--- src/rtl/rvfi_check_pkg.sv ---
// Shared types and helpers for the RVFI program-counter continuity checks.
package rvfi_check_pkg;

  typedef enum logic [1:0] {
    IDLE  = 2'd0,
    ARMED = 2'd1,
    DONE  = 2'd2
  } pc_chk_state_t;

  localparam int unsigned ORDER_W  = 64;
  localparam int unsigned PC_MAX_W = 64;

  // Equality of two PCs with the low lsb_ignore bits excluded.
  function automatic logic pc_eq_masked(input logic [PC_MAX_W-1:0] a,
                                        input logic [PC_MAX_W-1:0] b,
                                        input int unsigned lsb_ignore);
    logic eq;
    eq = 1'b1;
    for (int unsigned i = 0; i < PC_MAX_W; i++) begin
      if (i >= lsb_ignore && a[i] != b[i]) eq = 1'b0;
    end
    return eq;
  endfunction

endpackage

--- src/rtl/rvfi_order_match.sv ---
// Finds the lowest-index valid channel below LIMIT whose order equals target.
module rvfi_order_match
  import rvfi_check_pkg::*;
#(
  parameter int unsigned NRET  = 1,
  parameter int unsigned XLEN  = 32,
  parameter int unsigned LIMIT = NRET
) (
  input  logic [ORDER_W-1:0]      target,
  input  logic [NRET-1:0]         rvfi_valid,
  input  logic [ORDER_W*NRET-1:0] rvfi_order,
  input  logic [XLEN*NRET-1:0]    rvfi_pc_wdata,
  output logic                    hit,
  output logic                    multi_hit,
  output logic [XLEN-1:0]         hit_pc_wdata
);

  always_comb begin
    hit          = 1'b0;
    multi_hit    = 1'b0;
    hit_pc_wdata = '0;
    for (int unsigned i = 0; i < NRET; i++) begin
      if (i < LIMIT && rvfi_valid[i] && rvfi_order[i*ORDER_W +: ORDER_W] == target) begin
        if (hit) begin
          multi_hit = 1'b1;
        end else begin
          hit          = 1'b1;
          hit_pc_wdata = rvfi_pc_wdata[i*XLEN +: XLEN];
        end
      end
    end
  end

endmodule

--- src/rtl/rvfi_pc_fwd_check.sv ---
// Forward PC continuity check: pc_rdata of order N must equal pc_wdata of order N-1.
module rvfi_pc_fwd_check
  import rvfi_check_pkg::*;
#(
  parameter int unsigned NRET          = 1,
  parameter int unsigned XLEN          = 32,
  parameter int unsigned CHANNEL_IDX   = 0,
  parameter int unsigned PC_LSB_IGNORE = 1
) (
  input  logic                    clock,
  input  logic                    reset,
  input  logic                    check,
  input  logic [ORDER_W-1:0]      insn_order,
  input  logic [NRET-1:0]         rvfi_valid,
  input  logic [ORDER_W*NRET-1:0] rvfi_order,
  input  logic [XLEN*NRET-1:0]    rvfi_pc_rdata,
  input  logic [XLEN*NRET-1:0]    rvfi_pc_wdata,
  output logic                    armed,
  output logic                    done,
  output logic                    fail,
  output logic                    dup_err
);

  pc_chk_state_t      state;
  logic [XLEN-1:0]    expect_pc;

  logic [ORDER_W-1:0] pred_order_c;
  logic               pred_ok_c;
  logic               all_hit, all_multi, early_hit, early_multi;
  logic [XLEN-1:0]    all_pc, early_pc;
  logic               all_hit_c, early_hit_c, pc_known_c, pc_match_c, dup_check_c;
  logic [XLEN-1:0]    ref_pc_c, pc_rdata_sel_c;

  // Order 0 has no real predecessor; its wrapped value must never match.
  assign pred_order_c = insn_order - ORDER_W'(1);
  assign pred_ok_c    = (insn_order != '0);

  rvfi_order_match #(.NRET(NRET), .XLEN(XLEN), .LIMIT(NRET)) u_match_all (
    .target        (pred_order_c),
    .rvfi_valid    (rvfi_valid),
    .rvfi_order    (rvfi_order),
    .rvfi_pc_wdata (rvfi_pc_wdata),
    .hit           (all_hit),
    .multi_hit     (all_multi),
    .hit_pc_wdata  (all_pc)
  );

  rvfi_order_match #(.NRET(NRET), .XLEN(XLEN), .LIMIT(CHANNEL_IDX)) u_match_early (
    .target        (pred_order_c),
    .rvfi_valid    (rvfi_valid),
    .rvfi_order    (rvfi_order),
    .rvfi_pc_wdata (rvfi_pc_wdata),
    .hit           (early_hit),
    .multi_hit     (early_multi),
    .hit_pc_wdata  (early_pc)
  );

  always_comb begin
    pc_rdata_sel_c = '0;
    for (int unsigned i = 0; i < NRET; i++) begin
      if (i == CHANNEL_IDX) pc_rdata_sel_c = rvfi_pc_rdata[i*XLEN +: XLEN];
    end
  end

  // A same-cycle predecessor on a lower channel takes precedence over the stored PC.
  assign all_hit_c   = pred_ok_c && all_hit;
  assign early_hit_c = pred_ok_c && early_hit;
  assign pc_known_c  = early_hit_c || (state == ARMED);
  assign ref_pc_c    = early_hit_c ? early_pc : expect_pc;
  assign pc_match_c  = pc_eq_masked(PC_MAX_W'(ref_pc_c), PC_MAX_W'(pc_rdata_sel_c), PC_LSB_IGNORE);
  assign dup_check_c = pred_ok_c && (early_multi || (early_hit && state == ARMED));

  always_ff @(posedge clock) begin
    if (reset) begin
      state     <= IDLE;
      expect_pc <= '0;
      armed     <= 1'b0;
      done      <= 1'b0;
      fail      <= 1'b0;
      dup_err   <= 1'b0;
    end else begin
      case (state)
        IDLE, ARMED: begin
          if (check) begin
            state <= DONE;
            armed <= 1'b0;
            done  <= 1'b1;
            if (pc_known_c && !pc_match_c) fail <= 1'b1;
            if (dup_check_c) dup_err <= 1'b1;
          end else if (all_hit_c) begin
            if (state == IDLE) begin
              state     <= ARMED;
              armed     <= 1'b1;
              expect_pc <= all_pc;
              if (all_multi) dup_err <= 1'b1;
            end else begin
              dup_err <= 1'b1;
            end
          end
        end
        DONE: ;
        default: state <= IDLE;
      endcase
    end
  end

`ifdef FORMAL
  always_comb begin
    if (!reset && check && state != DONE) begin
      assume (rvfi_valid[CHANNEL_IDX] && rvfi_order[CHANNEL_IDX*ORDER_W +: ORDER_W] == insn_order);
      if (pc_known_c) assert (pc_match_c);
    end
  end
`endif

endmodule

--- config.mk ---
export PLATFORM = sky130hd
export DESIGN_NAME = rvfi_pc_fwd_check
export DESIGN_NICKNAME = d
export VERILOG_FILES = /design/src/rtl/rvfi_check_pkg.sv /design/src/rtl/rvfi_order_match.sv /design/src/rtl/rvfi_pc_fwd_check.sv
export SDC_FILE = /design/constraint.sdc
export NUM_CORES = 1
export LEC_CHECK = 0
export BUFFER_PORTS_ARGS = -buffer_cell sky130_fd_sc_hd__buf_4
export CAP_MARGIN = 20
export CORE_MARGIN = 5
export CORE_UTILIZATION = 45
export CTS_CLUSTER_DIAMETER = 60
export DETAILED_ROUTE_END_ITERATION = 7
export PLACE_DENSITY = 0.73
export RECOVER_POWER = 50
export SYNTH_ARGS = -nofsm -noshare
export SYNTH_HDL_FRONTEND = slang
export SYNTH_HIERARCHICAL = 1
export SYNTH_SLANG_ARGS = --single-unit
--- constraint.sdc ---
create_clock -name clock -period 10.91 [get_ports clock]
set_input_delay 1.6365 -clock clock [delete_from_list [all_inputs] [get_ports clock]]
set_output_delay 1.6365 -clock clock [all_outputs]
set_load 0.02 [all_outputs]
==> results.json <==
{
  "status": "complete, no violations",
  "min_period_ns": 8.331,
  "endpoint_kind": "flop",
  "finalSetupTns_ns": 0,
  "route.detailed.drc": 0,
  "seqPwrFrac_pct": 31.6,
  "start_util_pct": 45.50,
  "final_nets": 1015,
  "clk_path_buf_depth": 2,
  "fp.dieW_um": 114,
  "cts_hold_buf": 0,
  "cts-root-buf": "clkbuf_8",
  "place.gp.congestion": 0.9803,
  "rows": 38,
  "dieArea_um2": 13000,
  "portBuffers": 197,
  "cts-resized-gates": 0,
  "die_h_um": 114,
  "swShare_pct": 28.60,
  "finalCritPeriodShare_pct": 76.36,
  "crit_path_top_delay_cell": "clkbuf_1",
  "peakVddDrop_mv": 0.04337,
  "grt-ovfl-total": 0,
  "crit_path_max_incr_delay_ns": 1.00,
  "grt_usage_pct": 24.22,
  "syn_avg_cell_area_um2": 7.713,
  "yosysWarnings": 6,
  "worstSetupPathType": "in2reg",
  "cts_tree": "built",
  "cts_buffers": 5,
  "final_util_pct": 59.66,
  "slew_viol_final": 0,
  "grt_first_pass_wirelength_mm": 25.22,
  "p_leak_nw": 2.644,
  "cpMostUsedCell": "nand2_1",
  "cts_num_sinks": 37,
  "netlist_area_um2": 4867,
  "setup.worst_path.start_class": "input port",
  "max_slew_margin_pct": 11.99,
  "cp_data_required_time_ns": 11.14,
  "p_sw_uw": 124.1,
  "drt-wirelength-per-cell_um": 17.03,
  "r2r_slack_ns": 8.65,
  "worst_skew_pair.late_latency_ns": 0.29,
  "finalHoldViolCount": 0,
  "worst_slew_pin_slew_ns": 1.320,
  "hold_class": "reg2reg",
  "max-cap-violations": 0,
  "io_pins": 200,
  "syn_to_final_growth_pct": 31.13,
  "grt_max_degree": 38,
  "p_int_uw": 309.7,
  "cts_setup_buffers": 0,
  "n_antenna_cell": 0,
  "drt-initial-drc-count": 410,
  "clk_pin_slew_ns": 0.08,
  "grt_pass1_vias": 5059,
  "crit_chain": "buf_4 -> nor4_2 -> nand4_1 -> nor4b_1 -> nand2b_1 -> nor3_1 -> nand2_1 -> xnor2_1 -> xor2_1 -> nor4_1 -> nand4_1 -> nor4_1 -> clkbuf_1 -> and3_1 -> nand2_1 -> nor4b_1 -> clkbuf_1 -> nand2_1 -> a21oi_1",
  "powerDensity_nw_per_um2": 67.96,
  "rsz0062_at_grt": "no",
  "core_area_um2": 10700,
  "postSynthCellCount": 631,
  "ant_nets": 0,
  "via_per_inst": 5.336,
  "wirelength_mm": 16.32,
  "antenna_found_initial": 0,
  "critPathMaxFanout": 32,
  "power_frac_comb_pct": 34.6,
  "p_clk_share_pct": 33.8,
  "fmax_ghz": 0.1200,
  "setup_viol": 0,
  "arrival_ns": 8.56,
  "fin_hold_ws_ns": 0.4704,
  "num_vias": 5112,
  "dp_hpwl_mm": 13.85,
  "cts_max_level": 2,
  "dr.pass1.iters": 5,
  "finalClockSkew_ns": 0.004621,
  "drive_gt1_share_pct": 27.87
}
[cell type report]
type | instances | area [um^2]
fill | 993 | 4315
multi-input combinational | 550 | 3764
timing repair buffer | 202 | 1486
sequential | 37 | 740.7
tap | 140 | 175.2
inverter | 21 | 78.83
clock buffer | 5 | 68.82
clock inverter | 3 | 68.82
[worst paths after layout]
path,startpoint,to,cells after the start
setup / recovery,insn_order[2],expect_pc[29],19
hold reg to reg,expect_pc[20],expect_pc[20],2
hold / removal,expect_pc[20],expect_pc[20],2
setup reg to reg,state[0],expect_pc[29],6
[metal layers]
metal	track usage (%)	part of all wire (%)	up-vias
met5	0	0	-
met4	5.780	2.3	0
met3	5.623	8.8	26
met2	42.51	49	234
met1	29.94	40	2334
li1	-	-	2518
[stage by stage]
| stage | power (mW) | area (um^2) | setup slack, ns | cells |
|---|---|---|---|---|
| after detailed placement | 0.2894 | 6315 | 4.139 | 950 |
| after floorplan | 0.2127 | 4987 | 4.981 | 663 |
| after global placement | 0.2871 | 6315 | 4.259 | 950 |
| final | 0.4337 | 6382 | 2.579 | 958 |
| after CTS | 0.4360 | 6452 | 4.428 | 958 |
| after global routing | 0.4534 | 6382 | 2.131 | 958 |
[registers in the layout, indices dropped and copies added (netlist names)]
signal and flops:
fail 1, expect_pc 31, armed 1, done 1, dup_err 1, state 2
[power groups by stage]
| stage | sequential, mW | clock, mW | combinational [mW] |
|---|---|---|---|
| final | 0.137 | 0.147 | 0.150 |
| after global routing | 0.137 | 0.155 | 0.162 |
| after CTS | 0.137 | 0.149 | 0.150 |
| after detailed placement | 0.140 | 0 | 0.149 |
| after global placement | 0.140 | 0 | 0.147 |
| after floorplan | 0.141 | 0 | 0.0716 |
[placed cells by master, fill, tap and decap left out, types with 21 or more instances in the layout]
master	instances
nand4_1	21
xor2_1	81
nand2_1	84
dfxtp_1	37
nor3_1	24
conb_1	34
nor4_1	21
xnor2_1	80
and4_1	31
a21oi_1	36
buf_4	194
nor2_1	28
[critical path, delay by kind of cell]
family                    cells  cell delay (ns)
AOI/OAI and AO/OA             1             0.17
xor gates and xnor gates      2             0.32
buffers and inverters         3             1.98
and+or+nand+nor              13             4.44
Power figures use the tool's default switching activity.
